<file path="src/rtl/musa_pkg.sv">
// -----------------------------------------------------------------------------
// musa_pkg
// Shared constants and types for the hardware stack.
//   WORD_WIDTH  : default data word width
//   STACK_DEPTH : default number of stack entries
//   stack_state_t : stack controller FSM state encoding
//   sp_width()  : width of an entry counter able to hold 0..depth
// -----------------------------------------------------------------------------
package musa_pkg;

  localparam int WORD_WIDTH  = 32;
  localparam int STACK_DEPTH = 16;

  // One bit is enough for two states. READ = 1 lets busy come straight off
  // the state flop.
  typedef enum logic {
    ST_IDLE = 1'b0,
    ST_READ = 1'b1
  } stack_state_t;

  // An entry count must reach DEPTH itself, so it needs one bit more than
  // the RAM address.
  function automatic int sp_width(input int depth);
    return $clog2(depth) + 1;
  endfunction

endpackage : musa_pkg

</file>
<file path="src/rtl/stack_ram.sv">
// -----------------------------------------------------------------------------
// stack_ram
// Simple dual-port storage for the stack: one synchronous write port and one
// synchronous read port with a single cycle of read latency. Written so that
// synthesis infers block RAM. The contents are deliberately not reset.
//
// Ports
//   clk     : clock, all activity on rising edge
//   wr_en   : write enable
//   wr_addr : write address
//   wr_data : write data
//   rd_en   : read enable; rd_data updates on the edge that samples it
//   rd_addr : read address
//   rd_data : registered read data, holds between reads
// -----------------------------------------------------------------------------
module stack_ram
  import musa_pkg::*;
#(
  parameter int WIDTH = WORD_WIDTH,
  parameter int DEPTH = STACK_DEPTH,
  parameter int AW    = $clog2(DEPTH)
) (
  input  logic             clk,
  input  logic             wr_en,
  input  logic [AW-1:0]    wr_addr,
  input  logic [WIDTH-1:0] wr_data,
  input  logic             rd_en,
  input  logic [AW-1:0]    rd_addr,
  output logic [WIDTH-1:0] rd_data
);

  logic [WIDTH-1:0] mem_reg [DEPTH];
  logic [WIDTH-1:0] rd_data_reg;

  always_ff @(posedge clk) begin
    if (wr_en) begin
      mem_reg[wr_addr] <= wr_data;
    end
  end

  // Registered read, no reset, so the read register folds into the RAM
  // primitive's output register.
  always_ff @(posedge clk) begin
    if (rd_en) begin
      rd_data_reg <= mem_reg[rd_addr];
    end
  end

  assign rd_data = rd_data_reg;

endmodule : stack_ram

</file>
<file path="src/rtl/stack_unit.sv">
// -----------------------------------------------------------------------------
// stack_unit
// Hardware LIFO stack fed by the decode stage. A push completes in one cycle.
// A pop takes two cycles: the request edge launches the RAM read, and the
// next edge registers the RAM output into pop_data and raises pop_valid for
// one cycle. Misuse (overflow, underflow, protocol errors) is dropped and
// recorded in sticky flags.
//
// Ports
//   clk        : clock, all state updates on its rising edge
//   rst        : asynchronous active-low reset
//   push_in    : one-cycle push request
//   pop_in     : one-cycle pop request
//   push_data  : word to push
//   flush      : empty the stack (sp -> 0)
//   clr_err    : clear sticky error flags
//   pop_data   : popped word, valid while pop_valid is high, held otherwise
//   pop_valid  : one-cycle pulse marking pop_data valid
//   busy       : high while a pop read is in flight
//   full       : sp == DEPTH (combinational)
//   empty      : sp == 0 (combinational)
//   sp         : current entry count, 0..DEPTH
//   overflow   : sticky, push attempted while full
//   underflow  : sticky, pop attempted while empty
//   proto_err  : sticky, push+pop together, or a request during a pop read
// -----------------------------------------------------------------------------
module stack_unit
  import musa_pkg::*;
#(
  parameter int WIDTH = WORD_WIDTH,
  parameter int DEPTH = STACK_DEPTH
) (
  input  logic                       clk,
  input  logic                       rst,
  input  logic                       push_in,
  input  logic                       pop_in,
  input  logic [WIDTH-1:0]           push_data,
  input  logic                       flush,
  input  logic                       clr_err,
  output logic [WIDTH-1:0]           pop_data,
  output logic                       pop_valid,
  output logic                       busy,
  output logic                       full,
  output logic                       empty,
  output logic [sp_width(DEPTH)-1:0] sp,
  output logic                       overflow,
  output logic                       underflow,
  output logic                       proto_err
);

  localparam int SPW = sp_width(DEPTH);
  localparam int AW  = SPW - 1;

  // ---------------------------------------------------------------------------
  // State and datapath registers
  // ---------------------------------------------------------------------------
  stack_state_t     state_reg, state_next;
  logic [SPW-1:0]   sp_reg, sp_next;
  logic [WIDTH-1:0] pop_data_reg;
  logic             pop_valid_reg, pop_valid_next;
  logic             overflow_reg, overflow_next;
  logic             underflow_reg, underflow_next;
  logic             proto_err_reg, proto_err_next;

  // Control strobes from the output decode
  logic             ram_we;
  logic             ram_re;
  logic             set_overflow;
  logic             set_underflow;
  logic             set_proto;

  // RAM hookup
  logic [AW-1:0]    ram_waddr;
  logic [AW-1:0]    ram_raddr;
  logic [WIDTH-1:0] ram_rdata;

  // Status derived from the entry count
  logic             full_w;
  logic             empty_w;
  logic             pop_accept;

  assign full_w  = (sp_reg == SPW'(DEPTH));
  assign empty_w = (sp_reg == '0);

  // A pop is taken only as a clean single request in IDLE with data present.
  // Flush wins over any coincident request.
  assign pop_accept = (state_reg == ST_IDLE) && !flush && pop_in && !push_in
                      && !empty_w;

  // Push writes the slot just above the top; pop reads the top slot.
  // Neither address is used at the boundary where it would not fit,
  // because full blocks the push and empty blocks the pop.
  assign ram_waddr = AW'(sp_reg);
  assign ram_raddr = AW'(sp_reg - SPW'(1));

  // ---------------------------------------------------------------------------
  // Storage
  // ---------------------------------------------------------------------------
  stack_ram #(
    .WIDTH (WIDTH),
    .DEPTH (DEPTH),
    .AW    (AW)
  ) u_stack_ram (
    .clk     (clk),
    .wr_en   (ram_we),
    .wr_addr (ram_waddr),
    .wr_data (push_data),
    .rd_en   (ram_re),
    .rd_addr (ram_raddr),
    .rd_data (ram_rdata)
  );

  // ---------------------------------------------------------------------------
  // FSM: state register
  // ---------------------------------------------------------------------------
  always_ff @(posedge clk or negedge rst) begin
    if (!rst) begin
      state_reg <= ST_IDLE;
    end else begin
      state_reg <= state_next;
    end
  end

  // ---------------------------------------------------------------------------
  // FSM: next-state logic
  // ---------------------------------------------------------------------------
  always_comb begin
    state_next = state_reg;
    case (state_reg)
      ST_IDLE: begin
        if (pop_accept) begin
          state_next = ST_READ;
        end
      end
      ST_READ: begin
        // The read is always exactly one cycle, so leave unconditionally.
        state_next = ST_IDLE;
      end
      default: begin
        state_next = ST_IDLE;
      end
    endcase
  end

  // ---------------------------------------------------------------------------
  // FSM: output / control decode
  // ---------------------------------------------------------------------------
  always_comb begin
    sp_next        = sp_reg;
    ram_we         = 1'b0;
    ram_re         = 1'b0;
    pop_valid_next = 1'b0;
    set_overflow   = 1'b0;
    set_underflow  = 1'b0;
    set_proto      = 1'b0;

    case (state_reg)
      ST_IDLE: begin
        if (flush) begin
          // Coincident push/pop is silently discarded.
          sp_next = '0;
        end else if (push_in && pop_in) begin
          set_proto = 1'b1;
        end else if (push_in) begin
          if (full_w) begin
            set_overflow = 1'b1;
          end else begin
            ram_we  = 1'b1;
            sp_next = sp_reg + SPW'(1);
          end
        end else if (pop_in) begin
          if (empty_w) begin
            set_underflow = 1'b1;
          end else begin
            ram_re  = 1'b1;
            sp_next = sp_reg - SPW'(1);
          end
        end
      end

      ST_READ: begin
        // The RAM already holds the popped word on its output, so the pop
        // completes this cycle regardless of flush; a flush here simply
        // zeroes the count as the pop retires.
        pop_valid_next = 1'b1;
        if (flush) begin
          sp_next = '0;
        end else if (push_in || pop_in) begin
          set_proto = 1'b1;
        end
      end

      default: begin
      end
    endcase
  end

  // Sticky flags: a new error on the same cycle as clr_err wins.
  assign overflow_next  = set_overflow  | (overflow_reg  & ~clr_err);
  assign underflow_next = set_underflow | (underflow_reg & ~clr_err);
  assign proto_err_next = set_proto     | (proto_err_reg & ~clr_err);

  // ---------------------------------------------------------------------------
  // Datapath and flag registers
  // ---------------------------------------------------------------------------
  always_ff @(posedge clk or negedge rst) begin
    if (!rst) begin
      sp_reg        <= '0;
      pop_data_reg  <= '0;
      pop_valid_reg <= 1'b0;
      overflow_reg  <= 1'b0;
      underflow_reg <= 1'b0;
      proto_err_reg <= 1'b0;
    end else begin
      sp_reg        <= sp_next;
      pop_valid_reg <= pop_valid_next;
      overflow_reg  <= overflow_next;
      underflow_reg <= underflow_next;
      proto_err_reg <= proto_err_next;
      // Capture only on the retiring edge; otherwise hold the last word.
      if (pop_valid_next) begin
        pop_data_reg <= ram_rdata;
      end
    end
  end

  // ---------------------------------------------------------------------------
  // Outputs
  // ---------------------------------------------------------------------------
  assign pop_data  = pop_data_reg;
  assign pop_valid = pop_valid_reg;
  assign busy      = (state_reg == ST_READ);
  assign full      = full_w;
  assign empty     = empty_w;
  assign sp        = sp_reg;
  assign overflow  = overflow_reg;
  assign underflow = underflow_reg;
  assign proto_err = proto_err_reg;

endmodule : stack_unit

</file>
<file path="config.mk">
export PLATFORM = sky130hd
export DESIGN_NAME = stack_unit
export DESIGN_NICKNAME = d
export VERILOG_FILES = /design/src/rtl/musa_pkg.sv /design/src/rtl/stack_ram.sv /design/src/rtl/stack_unit.sv
export SDC_FILE = /design/constraint.sdc
export NUM_CORES = 1
export LEC_CHECK = 0
export ABC_AREA = 1
export ABC_CLOCK_PERIOD_IN_PS = 3900
export CORE_MARGIN = 2
export CORE_UTILIZATION = 30
export CTS_CLUSTER_SIZE = 16
export DETAILED_ROUTE_END_ITERATION = 8
export GPL_ROUTABILITY_DRIVEN = 0
export PLACE_DENSITY_LB_ADDON = 0.08
export SYNTH_ARGS = -nofsm -noshare
export SYNTH_HDL_FRONTEND = slang
export SYNTH_HIERARCHICAL = 1
export SYNTH_SLANG_ARGS = --single-unit
</file>
<file path="constraint.sdc">
create_clock -name clk -period 3.9 [get_ports clk]
set_input_delay 0.975 -clock clk [delete_from_list [all_inputs] [get_ports clk]]
set_output_delay 0.975 -clock clk [all_outputs]
set_load 0.005 [all_outputs]
</file>
### Word-level counts from Yosys, hierarchy flattened

Memory sizes are Yosys's and may differ from the RTL's. A register that Yosys moved wholly into a read port is not among the register bits.
Index checks and enable logic that the tools add are counted.

* flip-flop bits (word level): 42
* latch bits: 0
* bits in read-only memories: 0
* output and inout port bits: 44
* input port bits: 38
* logic and storage cells: 75
* memories kept: 1
* RAM bits: 512

Memory list
* u_stack_ram.mem_reg: words 16, bits a word 32, read ports 1, clocked after Yosys merged registers in 1, wr ports 1, RTL line stack_ram.sv:32 `logic [WIDTH-1:0] mem_reg [DEPTH];`

* order comparisons: 0
* mux-type cells: 40
* shift operators: 0
* bitwise logic cells: 8
* multiply operators: 0
* equal/unequal tests: 6
* reduce and logical (&&, ||, !) cells: 11
* divide/modulo/power cells: 0
* add/subtract/negate cells: 2

Operator list (number)
* two-way mux 5 bit: 7
* two-way mux 1 bit: 30
* inequality test 4 bit, second input constant: 3
* one-hot mux 5 bit (2 select lines): 1
* adder 5 x 1 -> 5 bit, second input constant: 1
* == test 5 bit, second input constant: 1
* logical AND 1 bit: 5
* logical NOT 5 bit: 1
* AND reduction 5 bit: 1
* subtractor 5 x 1 -> 5 bit, second input constant: 1
* one-hot mux 1 bit (2 select lines): 2
* AND 1 bit: 3
* logical NOT 1 bit: 3
* inequality test 3 bit, second input constant: 1
* bitwise OR 1 bit: 3
* inequality test 2 bit, second input constant: 1
* inverter 1 bit: 2
* logical OR 1 bit: 1

### Longest topological paths before layout

* word-level depth: 8
* gate-level depth with buffers: 11
* depth with buffers taken out: 9

### Cells and area by module

The synthesis kept the hierarchy.

By module, submodules not included
* stack_ram: instances 1, sequential area each 16335.7 µm², area an instance 23050.9 µm², cells each 2120
* stack_unit: instances 1, sequential area each 1051.0 µm², area an instance 1908.1 µm², cells each 231

### Worst setup path after synthesis

Ideal clock, no wire load.

* path kind: input to register
* start point: input flush
* end point: register u_stack_ram.rd_data_reg[0] (netlist: u_stack_ram/rd_data[0]), read port of u_stack_ram.mem_reg (enable)
* path buffers: 0
* stages on the path: 3
* library setup time: 461 ps
* arrival: 3476 ps
* data required time: 3439 ps
* slack: -37 ps
* cell sequence: nor2_2 nand2_2 nor3_1

* longest elaborated chain between the ends: 2

Ends and longest elaborated chain
* start: declaration: RTL line stack_unit.sv:38 `input logic flush,`
* two-way mux 1 bit: RTL line stack_unit.sv:159 `if (flush) begin`
* two-way mux 1 bit: RTL line stack_unit.sv:157 `case (state_reg)`
* named net ram_re: RTL line stack_unit.sv:67 `logic ram_re;`
* end: declaration: RTL line stack_ram.sv:33 `logic [WIDTH-1:0] rd_data_reg;`

The timed path passes the listed nets, and every way through them passes these cells.
A chain may end at the register's enable or synchronous reset.

### Worst setup path in the final report

* start point: register sp_reg[0] (netlist: sp[0])
* end point: output empty

* longest elaborated chain between the ends: 1

Ends and longest elaborated chain
* start: declaration: RTL line stack_unit.sv:58 `logic [SPW-1:0] sp_reg, sp_next;`
* start signal: assignment: RTL line stack_unit.sv:215 `sp_reg <= sp_next;`
* logical NOT 5 bit: RTL line stack_unit.sv:83 `assign empty_w = (sp_reg == '0);`
* end: declaration: RTL line stack_unit.sv:44 `output logic empty,`

No other way between the ends.

==> impl_results.rst <==
.. list-table::
   :header-rows: 1

   * - Metric
     - Value
   * - Arrival time of data at the critical path endpoint
     - 2.63 ns
   * - Most instantiated library cell after synthesis
     - sky130_fd_sc_hd__nand2_1
   * - Register-to-register path setup slack
     - 0.83 ns
   * - Sinks on Clock Net
     - 586
   * - Count of state elements after synthesis
     - 586
   * - Clock slew seen by the registers of the worst setup and hold paths
     - 0.06 ns
   * - Max FFs per register
     - 512
   * - Type of element launching the critical path
     - register
   * - Setup TNS
     - 0 ns
   * - Overall die area
     - 0.0855 sq mm
   * - Power per cell area
     - 767 mW/mm^2
   * - Total clock buffers created by CTS
     - 71
   * - Ratio of final minimum period to clock period
     - 92.4%
   * - Site Rows
     - 105
   * - Count of instances resized after the clock tree is built
     - 0
   * - Via count
     - 16,100
   * - Portion of the post-synthesis area used by sequential elements
     - 69.7%
   * - Number of DRC violations after detailed-routing iteration 0
     - 964
   * - Unrepaired setup endpoints after global routing
     - no
   * - Actual slew at the worst max-slew pin
     - 0.977 ns
   * - Hold-fix buffers at CTS
     - 0
   * - Number of distinct library cells after synthesis
     - 32
   * - Beginning of the worst register-to-register path
     - sp[0]
   * - Proportion of synthesized flip-flops having asynchronous set or reset
     - 7.17%
   * - Core ar.
     - 0.0822 sq mm
   * - Via count of the first global-routing pass
     - 16,200
   * - Kind of critical path
     - reg2out
   * - Headroom to the max-slew limit
     - 34.9%
   * - Run status
     - complete, no violations
   * - Starting Density
     - 30.3%
   * - Aggregate routed wire length
     - 71.5 mm
   * - Later-pin clock latency in the skew report
     - 0.61 ns
   * - Final #Nets
     - 2,483
   * - Ranking of synthesized cells by area
     - sky130_fd_sc_hd__edfxtp_1 65%, sky130_fd_sc_hd__nand2_1 12%, sky130_fd_sc_hd__nand3_1 7.8%, sky130_fd_sc_hd__inv_1 6.0%, sky130_fd_sc_hd__dfrtp_1 4.2%
   * - Area growth from synthesis to final layout
     - 17.8%
   * - Max rail drop VDD
     - 0.539 mV
   * - Synth top cells by count
     - 801 x sky130_fd_sc_hd__nand2_1, 544 x sky130_fd_sc_hd__edfxtp_1, 397 x sky130_fd_sc_hd__inv_1
   * - Remaining DRCs
     - 0
   * - Critical path endpoint category
     - output port
   * - Number of antenna violations at the first check in global routing
     - 0
   * - Worst Setup Slack, final
     - 0.295 ns
   * - Critical path peak fanout
     - 51
   * - Antenna viol nets, final
     - 0
   * - Routed wirelength normalized by instance count
     - 20.0 um
   * - Crit path from
     - sp[0]
   * - Max frequency
     - 277 MHz
   * - Post-Syn Nets
     - 2,392
   * - Sum of net half-perimeters after detailed placement
     - 40.9 mm
   * - Global-route total usage across every layer
     - 16.9%
   * - Startpoint of the most critical hold path
     - u_stack_ram/rd_data[30]
   * - Port-buffer cells
     - 81
   * - Leftover overflow at the end of global routing
     - 0
   * - Library cell contributing the largest single delay on the critical path
     - sky130_fd_sc_hd__dfrtp_1
   * - Leakage power
     - 12.2 nW
   * - Die Ht
     - 292 um
   * - Cell-by-cell listing of the critical path
     - inv_8 > ha_1 > nand3_2 > inv_1 > clkdlybuf4s50_1
   * - YS warnings
     - 6
   * - Die Wd
     - 292 um
   * - CTS Root Cell
     - sky130_fd_sc_hd__clkbuf_16
   * - Setup-violating endpoint count in the final report
     - 0
   * - Final Skew
     - 0.0157 ns
   * - Setup slack after placement
     - 0.407 ns
   * - Number of detailed-route iterations in the first pass
     - 5
   * - Number of flops mapped to enable cells by yosys
     - 544
   * - First-pass GRT wire length
     - 107 mm
   * - HP Class
     - reg2reg
   * - Count of max-cap constraint violations
     - 0
   * - Worst EP required
     - 2.92 ns
   * - Maximum number of pins on one net before global-route repair
     - 146
   * - Post-CTS setup buffer count
     - 0
   * - Max-slew violations
     - 0
   * - Primary FF master, synth
     - sky130_fd_sc_hd__edfxtp_1
   * - Buffer levels on the longest clock path
     - 3
   * - Final critical-path required period
     - 3.60 ns
   * - Syn_area_per_cell
     - 10.6 sq um
   * - I/O Pins
     - 82
   * - CTS tree
     - built
   * - Max stage delay on crit path
     - 0.56 ns
   * - Largest area contributor in the synthesized netlist
     - sky130_fd_sc_hd__edfxtp_1
   * - Fraction of post-synthesis cell area in the top cell type by area
     - 65.5%
   * - Post-synthesis cell area
     - 0.0250 sq mm
   * - Mapped Cells
     - 2,351
   * - Per-cell via count in the routed design
     - 4.52
   * - Hold Fails Final Rpt
     - 0
   * - Layout cells sized above 1
     - 7.89%
   * - H-tree depth
     - 3
area by class of cell:
cell class	count	area, sq um
Tap cell	1070	1340
Multi-Input combinational cell	1248	5440
Antenna cell	3	7.51
Timing Repair Buffer	131	1440
Clock inverter	27	224
Clock buffer	100	2020
Sequential cell	586	17400
Inverter	404	1540
Fill cell	8200	52800
final timing paths:
kind	cells past startpoint	endpoint
setup / recovery	5	empty
hold reg to reg	2	pop_data[30]
hold / removal	2	pop_data[30]
min in group asynchronous	1	pop_data[5]
setup reg to reg	8	u_stack_ram/mem_reg[4][15]
max in group asynchronous	2	busy
stage by stage:
stage                     instances  area, sq um  power (mW)  hold slack, ns  utilization, %
after global routing           3566        29400        23.9           0.459            35.7
after global placement         3439        27100        16.4           0.435            33.0
after CTS                      3566        29400        22.9           0.444            35.7
after detailed placement       3439        27100        16.4           0.432            33.0
final                          3569        29400        22.5           0.440            35.7
after floorplan                2351        25000        12.9           0.415               -
per-layer routing:
layer  share of wire, %  track usage, %
met4                2.2            4.62
met5                  0               0
met3                4.0            2.26
met2                 48            28.2
met1                 46            23.1
power breakdown:
part	switching (mW)	internal [mW]	leakage (nW)
Combinational	5.94	2.49	5.71
Sequential	0.233	7.47	5.43
Clock	2.61	3.81	1.11
cells by family after synthesis:
logic type / Yosys count / synth area share, %
fa+ha+maj: 3 / 0.150
flops: 586 / 69.7
simple gates: 1235 / 20.8
xor+xnor: 2 / 0.0702
compound gates: 8 / 0.191
buf+inv: 517 / 9.09
placed cells by master (no fill, tap or decap), drive strengths merged, types with 2 or more instances in the layout:
master,count
nand3,393
a21oi,3
nand2,804
clkinv,20
clkdlybuf4s50,80
buf,51
nor3,3
bufinv,3
nand3b,3
diode,3
clkbuf,100
nor2,29
nand4,3
dfrtp,42
ha,3
o21ai,2
edfxtp,544
inv,408
critical path, delay by kind of cell, from the launching register on:
| kind | cells | cell delay (ns) |
|---|---|---|
| fa+ha+maj | 1 | 0.28 |
| simple gates | 1 | 0.14 |
| flops | 1 | 0.56 |
| buf+inv | 3 | 1.05 |
No activity file was read; power rests on OpenSTA's default activity.
